[config.mk]
export PLATFORM = sky130hd
export DESIGN_NAME = mem_arbiter_flat
export DESIGN_NICKNAME = d
export VERILOG_FILES = /design/src/rtl/mem_arb_pkg.sv /design/src/rtl/mem_arbiter_if.sv /design/src/rtl/mem_arb_linebuf.sv /design/src/rtl/mem_arbiter.sv /design/src/flat_wrapper.sv
export SDC_FILE = /design/constraint.sdc
export NUM_CORES = 1
export LEC_CHECK = 0
export CORE_MARGIN = 5
export CORE_UTILIZATION = 30
export DETAILED_ROUTE_END_ITERATION = 8
export SLEW_MARGIN = 20
export SYNTH_ARGS = -nofsm -noshare
export SYNTH_HDL_FRONTEND = slang
export SYNTH_HIERARCHICAL = 1
export SYNTH_SLANG_ARGS = --single-unit
[constraint.sdc]
create_clock -name clk_i -period 3.05 [get_ports clk_i]
set_clock_uncertainty 0.1 [all_clocks]
set_input_delay 0.61 -clock clk_i [delete_from_list [all_inputs] [get_ports clk_i]]
set_output_delay 0.61 -clock clk_i [all_outputs]
set_load 0.01 [all_outputs]
[src/rtl/mem_arb_pkg.sv]
// Shared types and constants for the two-port cache-line memory arbiter.
// Lines are moved to and from memory one 32-bit word at a time.
package mem_arb_pkg;

    localparam int LINE_WORDS = 4;
    localparam int LINE_W     = LINE_WORDS * 32;
    localparam int CNT_W      = $clog2(LINE_WORDS);

    typedef enum logic [1:0] {
        S_IDLE,
        S_IC_XFER,
        S_DC_XFER,
        S_RESP
    } state_e;

    typedef enum logic {
        GNT_IC,
        GNT_DC
    } gnt_e;

    // Byte address of word cnt inside the line whose upper bits are line_tag.
    function automatic logic [31:0] word_addr(input logic [27:0]      line_tag,
                                              input logic [CNT_W-1:0] cnt);
        return {line_tag, cnt, 2'b00};
    endfunction

endpackage

[src/rtl/mem_arbiter_if.sv]
// Bus bundle between the two caches, main memory and the arbiter.
// The arbiter takes the slave view; the caches and memory take the master view.
interface mem_arbiter_if;
    import mem_arb_pkg::*;

    logic              ic_req_i;
    logic [31:0]       ic_addr_i;
    logic [LINE_W-1:0] ic_line_o;
    logic              ic_done_o;

    logic              dc_req_i;
    logic              dc_we_i;
    logic [31:0]       dc_addr_i;
    logic [LINE_W-1:0] dc_wline_i;
    logic [LINE_W-1:0] dc_line_o;
    logic              dc_done_o;

    logic              mem_req_o;
    logic              mem_we_o;
    logic [31:0]       mem_addr_o;
    logic [31:0]       mem_wdata_o;
    logic [31:0]       mem_rdata_i;
    logic              mem_ack_i;

    logic              busy_o;

    modport slave (
        input  ic_req_i, ic_addr_i, dc_req_i, dc_we_i, dc_addr_i, dc_wline_i,
               mem_rdata_i, mem_ack_i,
        output ic_line_o, ic_done_o, dc_line_o, dc_done_o,
               mem_req_o, mem_we_o, mem_addr_o, mem_wdata_o, busy_o
    );

    modport master (
        output ic_req_i, ic_addr_i, dc_req_i, dc_we_i, dc_addr_i, dc_wline_i,
               mem_rdata_i, mem_ack_i,
        input  ic_line_o, ic_done_o, dc_line_o, dc_done_o,
               mem_req_o, mem_we_o, mem_addr_o, mem_wdata_o, busy_o
    );

endinterface

[src/rtl/mem_arb_linebuf.sv]
// Word counter plus line (de)serialiser: gathers fill words into an assembly
// buffer, commits the finished line to the owning cache, and slices writeback words.
module mem_arb_linebuf
    import mem_arb_pkg::*;
(
    input  logic              clk_i,
    input  logic              rst_i,
    input  logic              start_i,
    input  logic              ack_i,
    input  logic              fill_i,
    input  logic              dst_dc_i,
    input  logic [LINE_W-1:0] wline_i,
    input  logic [31:0]       rdata_i,
    output logic [CNT_W-1:0]  cnt_o,
    output logic              last_o,
    output logic [31:0]       wdata_o,
    output logic [LINE_W-1:0] ic_line_o,
    output logic [LINE_W-1:0] dc_line_o
);

    logic [CNT_W-1:0]             cnt_q, cnt_d;
    logic [LINE_WORDS-1:0][31:0]  asm_q, asm_d;
    logic [LINE_W-1:0]            ic_line_q, ic_line_d;
    logic [LINE_W-1:0]            dc_line_q, dc_line_d;
    logic [LINE_WORDS-1:0][31:0]  wline_w;

    assign wline_w = wline_i;
    assign last_o  = (cnt_q == CNT_W'(LINE_WORDS - 1));

    // NOTE: every signal gets its hold value first so no path through this block infers a latch.
    always_comb begin
        cnt_d     = cnt_q;
        asm_d     = asm_q;
        ic_line_d = ic_line_q;
        dc_line_d = dc_line_q;
        if (start_i) begin
            cnt_d = '0;
        end else if (ack_i) begin
            cnt_d = cnt_q + 1'b1;
            if (fill_i) begin
                asm_d[cnt_q] = rdata_i;
                // The cache-visible line only changes once the whole fill has landed.
                if (last_o) begin
                    if (dst_dc_i) dc_line_d = asm_d;
                    else          ic_line_d = asm_d;
                end
            end
        end
    end

    // NOTE: the line storage is reset along with the counter because the line outputs must read zero after reset.
    always_ff @(posedge clk_i) begin
        if (rst_i) begin
            cnt_q     <= '0;
            asm_q     <= '0;
            ic_line_q <= '0;
            dc_line_q <= '0;
        end else begin
            cnt_q     <= cnt_d;
            asm_q     <= asm_d;
            ic_line_q <= ic_line_d;
            dc_line_q <= dc_line_d;
        end
    end

    assign cnt_o     = cnt_q;
    assign wdata_o   = wline_w[cnt_q];
    assign ic_line_o = ic_line_q;
    assign dc_line_o = dc_line_q;

endmodule

[src/rtl/mem_arbiter.sv]
// Round-robin arbiter moving whole cache lines between an I-cache, a D-cache
// and a word-wide main memory, one line transfer at a time.
module mem_arbiter
    import mem_arb_pkg::*;
(
    input  logic          clk_i,
    input  logic          rst_i,
    mem_arbiter_if.slave  bus
);

    state_e            state_q;
    gnt_e              last_grant_q;
    logic [27:0]       line_tag_q;
    logic              mem_req_q;
    logic              mem_we_q;
    logic              busy_q;
    logic              ic_done_q;
    logic              dc_done_q;

    logic              gnt_valid;
    gnt_e              gnt_sel;
    logic              in_xfer;
    logic [CNT_W-1:0]  cnt;
    logic              last_word;
    logic [31:0]       wdata_word;
    logic              unused_addr_bits;

    // Line addresses are aligned; the low nibble carries no information.
    assign unused_addr_bits = ^{bus.ic_addr_i[3:0], bus.dc_addr_i[3:0]};

    always_comb begin
        gnt_valid = bus.ic_req_i | bus.dc_req_i;
        gnt_sel   = GNT_IC;
        if (bus.ic_req_i && bus.dc_req_i)
            gnt_sel = (last_grant_q == GNT_IC) ? GNT_DC : GNT_IC;
        else if (bus.dc_req_i)
            gnt_sel = GNT_DC;
    end

    assign in_xfer = (state_q == S_IC_XFER) || (state_q == S_DC_XFER);

    mem_arb_linebuf u_linebuf (
        .clk_i     (clk_i),
        .rst_i     (rst_i),
        .start_i   ((state_q == S_IDLE) && gnt_valid),
        .ack_i     (in_xfer && bus.mem_ack_i),
        .fill_i    (!mem_we_q),
        .dst_dc_i  (state_q == S_DC_XFER),
        .wline_i   (bus.dc_wline_i),
        .rdata_i   (bus.mem_rdata_i),
        .cnt_o     (cnt),
        .last_o    (last_word),
        .wdata_o   (wdata_word),
        .ic_line_o (bus.ic_line_o),
        .dc_line_o (bus.dc_line_o)
    );

    // NOTE: state registers use non-blocking assignments so every flop samples pre-edge values.
    always_ff @(posedge clk_i) begin
        if (rst_i) begin
            state_q      <= S_IDLE;
            last_grant_q <= GNT_IC;
            line_tag_q   <= '0;
            mem_req_q    <= 1'b0;
            mem_we_q     <= 1'b0;
            busy_q       <= 1'b0;
            ic_done_q    <= 1'b0;
            dc_done_q    <= 1'b0;
        end else begin
            ic_done_q <= 1'b0;
            dc_done_q <= 1'b0;
            case (state_q)
                S_IDLE: begin
                    if (gnt_valid) begin
                        state_q      <= (gnt_sel == GNT_DC) ? S_DC_XFER : S_IC_XFER;
                        last_grant_q <= gnt_sel;
                        line_tag_q   <= (gnt_sel == GNT_DC) ? bus.dc_addr_i[31:4]
                                                            : bus.ic_addr_i[31:4];
                        mem_req_q    <= 1'b1;
                        mem_we_q     <= (gnt_sel == GNT_DC) && bus.dc_we_i;
                        busy_q       <= 1'b1;
                    end
                end
                S_IC_XFER, S_DC_XFER: begin
                    if (bus.mem_ack_i && last_word) begin
                        state_q   <= S_RESP;
                        mem_req_q <= 1'b0;
                        mem_we_q  <= 1'b0;
                        ic_done_q <= (state_q == S_IC_XFER);
                        dc_done_q <= (state_q == S_DC_XFER);
                    end
                end
                S_RESP: begin
                    state_q <= S_IDLE;
                    busy_q  <= 1'b0;
                end
                default: state_q <= S_IDLE;
            endcase
        end
    end

    assign bus.mem_req_o   = mem_req_q;
    assign bus.mem_we_o    = mem_we_q;
    assign bus.mem_addr_o  = in_xfer ? word_addr(line_tag_q, cnt) : 32'h0;
    assign bus.mem_wdata_o = in_xfer ? wdata_word : 32'h0;
    assign bus.busy_o      = busy_q;
    assign bus.ic_done_o   = ic_done_q;
    assign bus.dc_done_o   = dc_done_q;

endmodule

[src/flat_wrapper.sv]
// flat-port wrapper written by rule: the top's interface ports become plain ports
module mem_arbiter_flat import mem_arb_pkg::*;
  (clk_i, rst_i, bus_ic_req_i, bus_ic_addr_i, bus_dc_req_i, bus_dc_we_i, bus_dc_addr_i, bus_dc_wline_i, bus_mem_rdata_i, bus_mem_ack_i, bus_ic_line_o, bus_ic_done_o, bus_dc_line_o, bus_dc_done_o, bus_mem_req_o, bus_mem_we_o, bus_mem_addr_o, bus_mem_wdata_o, bus_busy_o);
  mem_arbiter_if bus_i ();
  input  logic clk_i;
  input  logic rst_i;
  input wire logic [$bits(bus_i.ic_req_i)-1:0] bus_ic_req_i;
  input wire logic [$bits(bus_i.ic_addr_i)-1:0] bus_ic_addr_i;
  input wire logic [$bits(bus_i.dc_req_i)-1:0] bus_dc_req_i;
  input wire logic [$bits(bus_i.dc_we_i)-1:0] bus_dc_we_i;
  input wire logic [$bits(bus_i.dc_addr_i)-1:0] bus_dc_addr_i;
  input wire logic [$bits(bus_i.dc_wline_i)-1:0] bus_dc_wline_i;
  input wire logic [$bits(bus_i.mem_rdata_i)-1:0] bus_mem_rdata_i;
  input wire logic [$bits(bus_i.mem_ack_i)-1:0] bus_mem_ack_i;
  output wire logic [$bits(bus_i.ic_line_o)-1:0] bus_ic_line_o;
  output wire logic [$bits(bus_i.ic_done_o)-1:0] bus_ic_done_o;
  output wire logic [$bits(bus_i.dc_line_o)-1:0] bus_dc_line_o;
  output wire logic [$bits(bus_i.dc_done_o)-1:0] bus_dc_done_o;
  output wire logic [$bits(bus_i.mem_req_o)-1:0] bus_mem_req_o;
  output wire logic [$bits(bus_i.mem_we_o)-1:0] bus_mem_we_o;
  output wire logic [$bits(bus_i.mem_addr_o)-1:0] bus_mem_addr_o;
  output wire logic [$bits(bus_i.mem_wdata_o)-1:0] bus_mem_wdata_o;
  output wire logic [$bits(bus_i.busy_o)-1:0] bus_busy_o;
  assign bus_i.ic_req_i = bus_ic_req_i;
  assign bus_i.ic_addr_i = bus_ic_addr_i;
  assign bus_i.dc_req_i = bus_dc_req_i;
  assign bus_i.dc_we_i = bus_dc_we_i;
  assign bus_i.dc_addr_i = bus_dc_addr_i;
  assign bus_i.dc_wline_i = bus_dc_wline_i;
  assign bus_i.mem_rdata_i = bus_mem_rdata_i;
  assign bus_i.mem_ack_i = bus_mem_ack_i;
  assign bus_ic_line_o = bus_i.ic_line_o;
  assign bus_ic_done_o = bus_i.ic_done_o;
  assign bus_dc_line_o = bus_i.dc_line_o;
  assign bus_dc_done_o = bus_i.dc_done_o;
  assign bus_mem_req_o = bus_i.mem_req_o;
  assign bus_mem_we_o = bus_i.mem_we_o;
  assign bus_mem_addr_o = bus_i.mem_addr_o;
  assign bus_mem_wdata_o = bus_i.mem_wdata_o;
  assign bus_busy_o = bus_i.busy_o;
  mem_arbiter u_core (.clk_i(clk_i), .rst_i(rst_i), .bus(bus_i));
endmodule
==> flow_metrics.py, run 1 <==
metrics = {
    "global_route": {
        "grtUsageMet2_pct": 35.9,
        "grt_use_total_pct": 20.2,
        "grt_pass1_wl_um": 110000,
        "grt_start_max_net_pins": 130,
        "grt_antenna_before_repair": 1,
        "use_met1_pct": 23.6,
        "grt_pass1_vias": 17432,
        "grt_util_met3_pct": 4.35,
        "overflow": 0,
        "grt_most_used_layer": "met2",
    },
    "synth": {
        "syn_avg_cell_area_um2": 8.96,
        "synth_edf_count": 0,
        "synthMuxAreaShare_pct": 16.8,
        "netlist_top_cells_area": "dfxtp_1, mux2i_1, nand2_1, o21ai_0, nand2b_1",
        "synth-xor-area-share_pct": 0.0446,
        "synth-seq-cells": 421,
        "synthSimpleGateAreaFrac_pct": 21.0,
        "synth_top_area_share_pct": 42.9,
        "synth.distinct_cells": 43,
        "ys_seq_area_share_pct": 42.9,
        "synth_area_mm2": 0.0197,
        "synth_top_family_by_area": "simple AND/OR/NAND/NOR gates",
        "yosys.area.top_type": "dfxtp_1",
        "yosysWarnings": 6,
        "synth-main-ff-cell": "dfxtp_1",
        "synth_compound_area_share_pct": 12.9,
        "ys_async_sr_fraction_pct": 0,
        "synth_fa_ha_area_share_pct": 0.573,
        "synthesis.instances": 2193,
    },
    "worst_hold_path": {
        "hold_start": "u_core/u_linebuf/asm_q[36]",
        "min_path_type": "flop to flop",
    },
    "clock_tree": {
        "clk_latency_ns": 0.58,
        "htree_num_levels": 2,
        "cts_buffers": 48,
        "cts_tree": "built",
        "clock_sinks": 421,
        "clk_pin_slew_ns": 0.06,
        "clockBufferDepth": 3,
        "cts-root-buf": "clkbuf_16",
    },
    "placement": {
        "place_hpwl_um": 54400,
        "gp_congestion": 0.911,
        "portBuffers": 544,
        "dp.cells": 3435,
    },
    "final_layout": {
        "multi_input_area_mm2": 0.0101,
        "fillCellCount": 6252,
        "utilization_pct": 43.0,
        "layout-drive-gt1-share_pct": 14.4,
        "register_area_mm2": 0.00843,
        "fin_nets": 2885,
        "final_cells": 3537,
        "area_growth_pct": 41.6,
    },
    "routing": {
        "totalWireLength_um": 75500,
        "num_vias": 17120,
        "drc_errors": 0,
        "dr.pass1.iters": 5,
        "drtIter0Drc": 990,
        "wire_per_inst_um": 21.3,
        "vias_per_cell": 4.84,
        "antenna_left": 0,
    },
    "sta": {
        "worstMarginPinSlew_ns": 0.862,
        "slew_violations": 0,
        "period_needed_ns": 3.00,
        "hold_viol_final": 0,
        "setup_violations": 0,
        "relSlewSlack_pct": 42.5,
        "fin_crit_sh_pct": 98.3,
        "whs_ns": 0.351,
        "max_freq_ghz": 0.334,
        "setup_tns_ns": 0,
    },
    "job": {
        "max-cap-violations": 0,
    },
    "worst_setup_path": {
        "startpoint": "u_core/u_linebuf/cnt_o[0]",
        "endpoint_kind": "output port",
        "r2r-start": "u_core/state_q[1]",
        "cp.arrival_ns": 2.29,
        "startpoint_type": "flop",
        "criticalPathCategory": "flop to output port",
        "critical_path_peak_fanout": 6,
        "cp.required_ns": 2.34,
    },
    "die": {
        "num_rows": 93,
        "die_x_um": 266,
        "die_h_um": 266,
        "core_mm2": 0.0647,
        "ios": 555,
        "start_util_pct": 30.4,
        "dieArea_mm2": 0.0707,
    },
    "power": {
        "p_per_area_mw_per_mm2": 594,
        "ir_drop_mv": 0.472,
        "p_leak_nw": 10.6,
    },
    "run_status": {
        "status": "completed",
    },
}
[power breakdown]
part / internal [mW] / leakage [nW] / switching [mW]
logic: 2.14 / 6.45 / 2.60
clock network: 3.55 / 0.795 / 2.40
registers: 5.73 / 3.40 / 0.120
[routing by layer]
metal / vias up / routed length [um]
met5: - / 0
met4: 0 / 3300
met3: 117 / 4520
met2: 540 / 37800
met1: 8234 / 29800
li1: 8229 / -
[Yosys cell counts, types with 2 or more instances]
| cell | instances |
|---|---|
| nor2_1 | 29 |
| mux2i_1 | 256 |
| ha_1 | 9 |
| nor3_1 | 3 |
| a211oi_1 | 10 |
| a211oi_2 | 19 |
| buf_2 | 33 |
| nand2_1 | 284 |
| or2_2 | 127 |
| a21oi_2 | 9 |
| and4b_1 | 4 |
| buf_6 | 20 |
| clkbuf_1 | 154 |
| buf_4 | 12 |
| a21oi_1 | 152 |
| nor2b_1 | 128 |
| and2_1 | 65 |
| o21ai_1 | 45 |
| dfxtp_1 | 421 |
| nand2b_1 | 130 |
| mux4_2 | 32 |
| nand4b_1 | 4 |
| buf_8 | 2 |
| o21ai_0 | 213 |
| buf_1 | 5 |
| inv_1 | 9 |
| nor3b_1 | 2 |
[final cells by class]
| cell class | instances | area share, % |
|---|---|---|
| antenna | 1 | 0.00899 |
| clock buffer | 66 | 4.88 |
| clock inverter | 19 | 0.908 |
| inverter | 10 | 0.135 |
| multi-input combinational | 1537 | 36.4 |
| sequential | 421 | 30.3 |
| tap | 855 | 3.84 |
| timing repair buffer | 628 | 23.5 |
[critical path: stages (launching register included)]
cell           delay (ns)
dfxtp_4              0.36
buf_12               0.13
buf_4                0.12
buf_12               0.11
mux4_2               0.52
and2_1               0.17
dlygate4sd2_1        0.28
[state kept, by name (all words and copies together) (netlist names)]
signal	flops
u_core/bus.busy_o	1
u_core/bus.mem_req_o	1
u_core/last_grant_q	1
u_core/u_linebuf/dc_line_o	128
u_core/bus.dc_done_o	1
u_core/bus.ic_done_o	1
u_core/line_tag_q	28
u_core/bus.mem_we_o	1
u_core/u_linebuf/cnt_o	2
u_core/u_linebuf/ic_line_o	128
u_core/state_q	2
u_core/u_linebuf/asm_q	127
[metrics by stage]
step | setup slack, ns | total power, mW | instance area (um2)
6_report | 0.0528 | 16.5 | 27800
5_1_grt | -0.00222 | 17.3 | 27800
4_1_cts | 0.00122 | 16.8 | 27800
3_5_place_dp | 0.0163 | 10.6 | 26000
3_3_place_gp | 0.0229 | 10.6 | 26000
2_1_floorplan | 0.622 | 8.35 | 19700
[repair_timing]
action | CTS | global route
hold buffers | 0 | 0
buffers inserted | 11 | 4
setup endpoints to repair | 48 | 32
gates cloned | 1 | 0
resized for setup | 42 | 20
pin swaps | 0 | 0
[cell usage in the layout (no fill, tap or decap), drive strengths merged, types with 2 or more instances in the layout]
cell type	synthesis	final
clkbuf	154	66
nor3b	2	2
conb	1	2
and2	65	65
mux2i	256	256
dlymetal6s2s	0	13
dfxtp	421	421
nor2	29	29
clkinv	0	10
clkdlybuf4s15	0	8
inv	10	13
clkdlybuf4s50	0	492
or2	128	128
nand2	284	284
buf	72	99
nand4b	5	5
ha	9	9
nand2b	130	130
bufinv	0	5
nor3	3	3
dlygate4sd2	0	16
a211oi	29	29
and4b	4	4
a21oi	161	161
a21boi	2	2
o21ai	259	259
nor2b	128	128
mux4	32	32
[cell families after synthesis]
kind of cell    count (synthesis)
buf+inv                       236
xor+xnor                        1
simple gates                  779
fa+ha+maj                       9
other cells                     1
compound gates                457
mux                           289
flops                         421
[path summary, 6_finish.rpt]
kind                            cells past startpoint  slack, ns                        endpoint
worst max register to register                      8       0.56  u_core/u_linebuf/dc_line_o[27]
worst min register to register                      2       0.35      u_core/u_linebuf/asm_q[36]
worst min-delay path                                2       0.35      u_core/u_linebuf/asm_q[36]
worst max-delay path                                6       0.05             bus_mem_wdata_o[11]
Note: power is estimated with default switching activity, not from simulation.
==> run 2: changes to the inputs <==
Settings changed: CAP_MARGIN from default to 20.
==> results of run 2 <==
No change in the layout: final DEF, timing and power equal those of run 1.
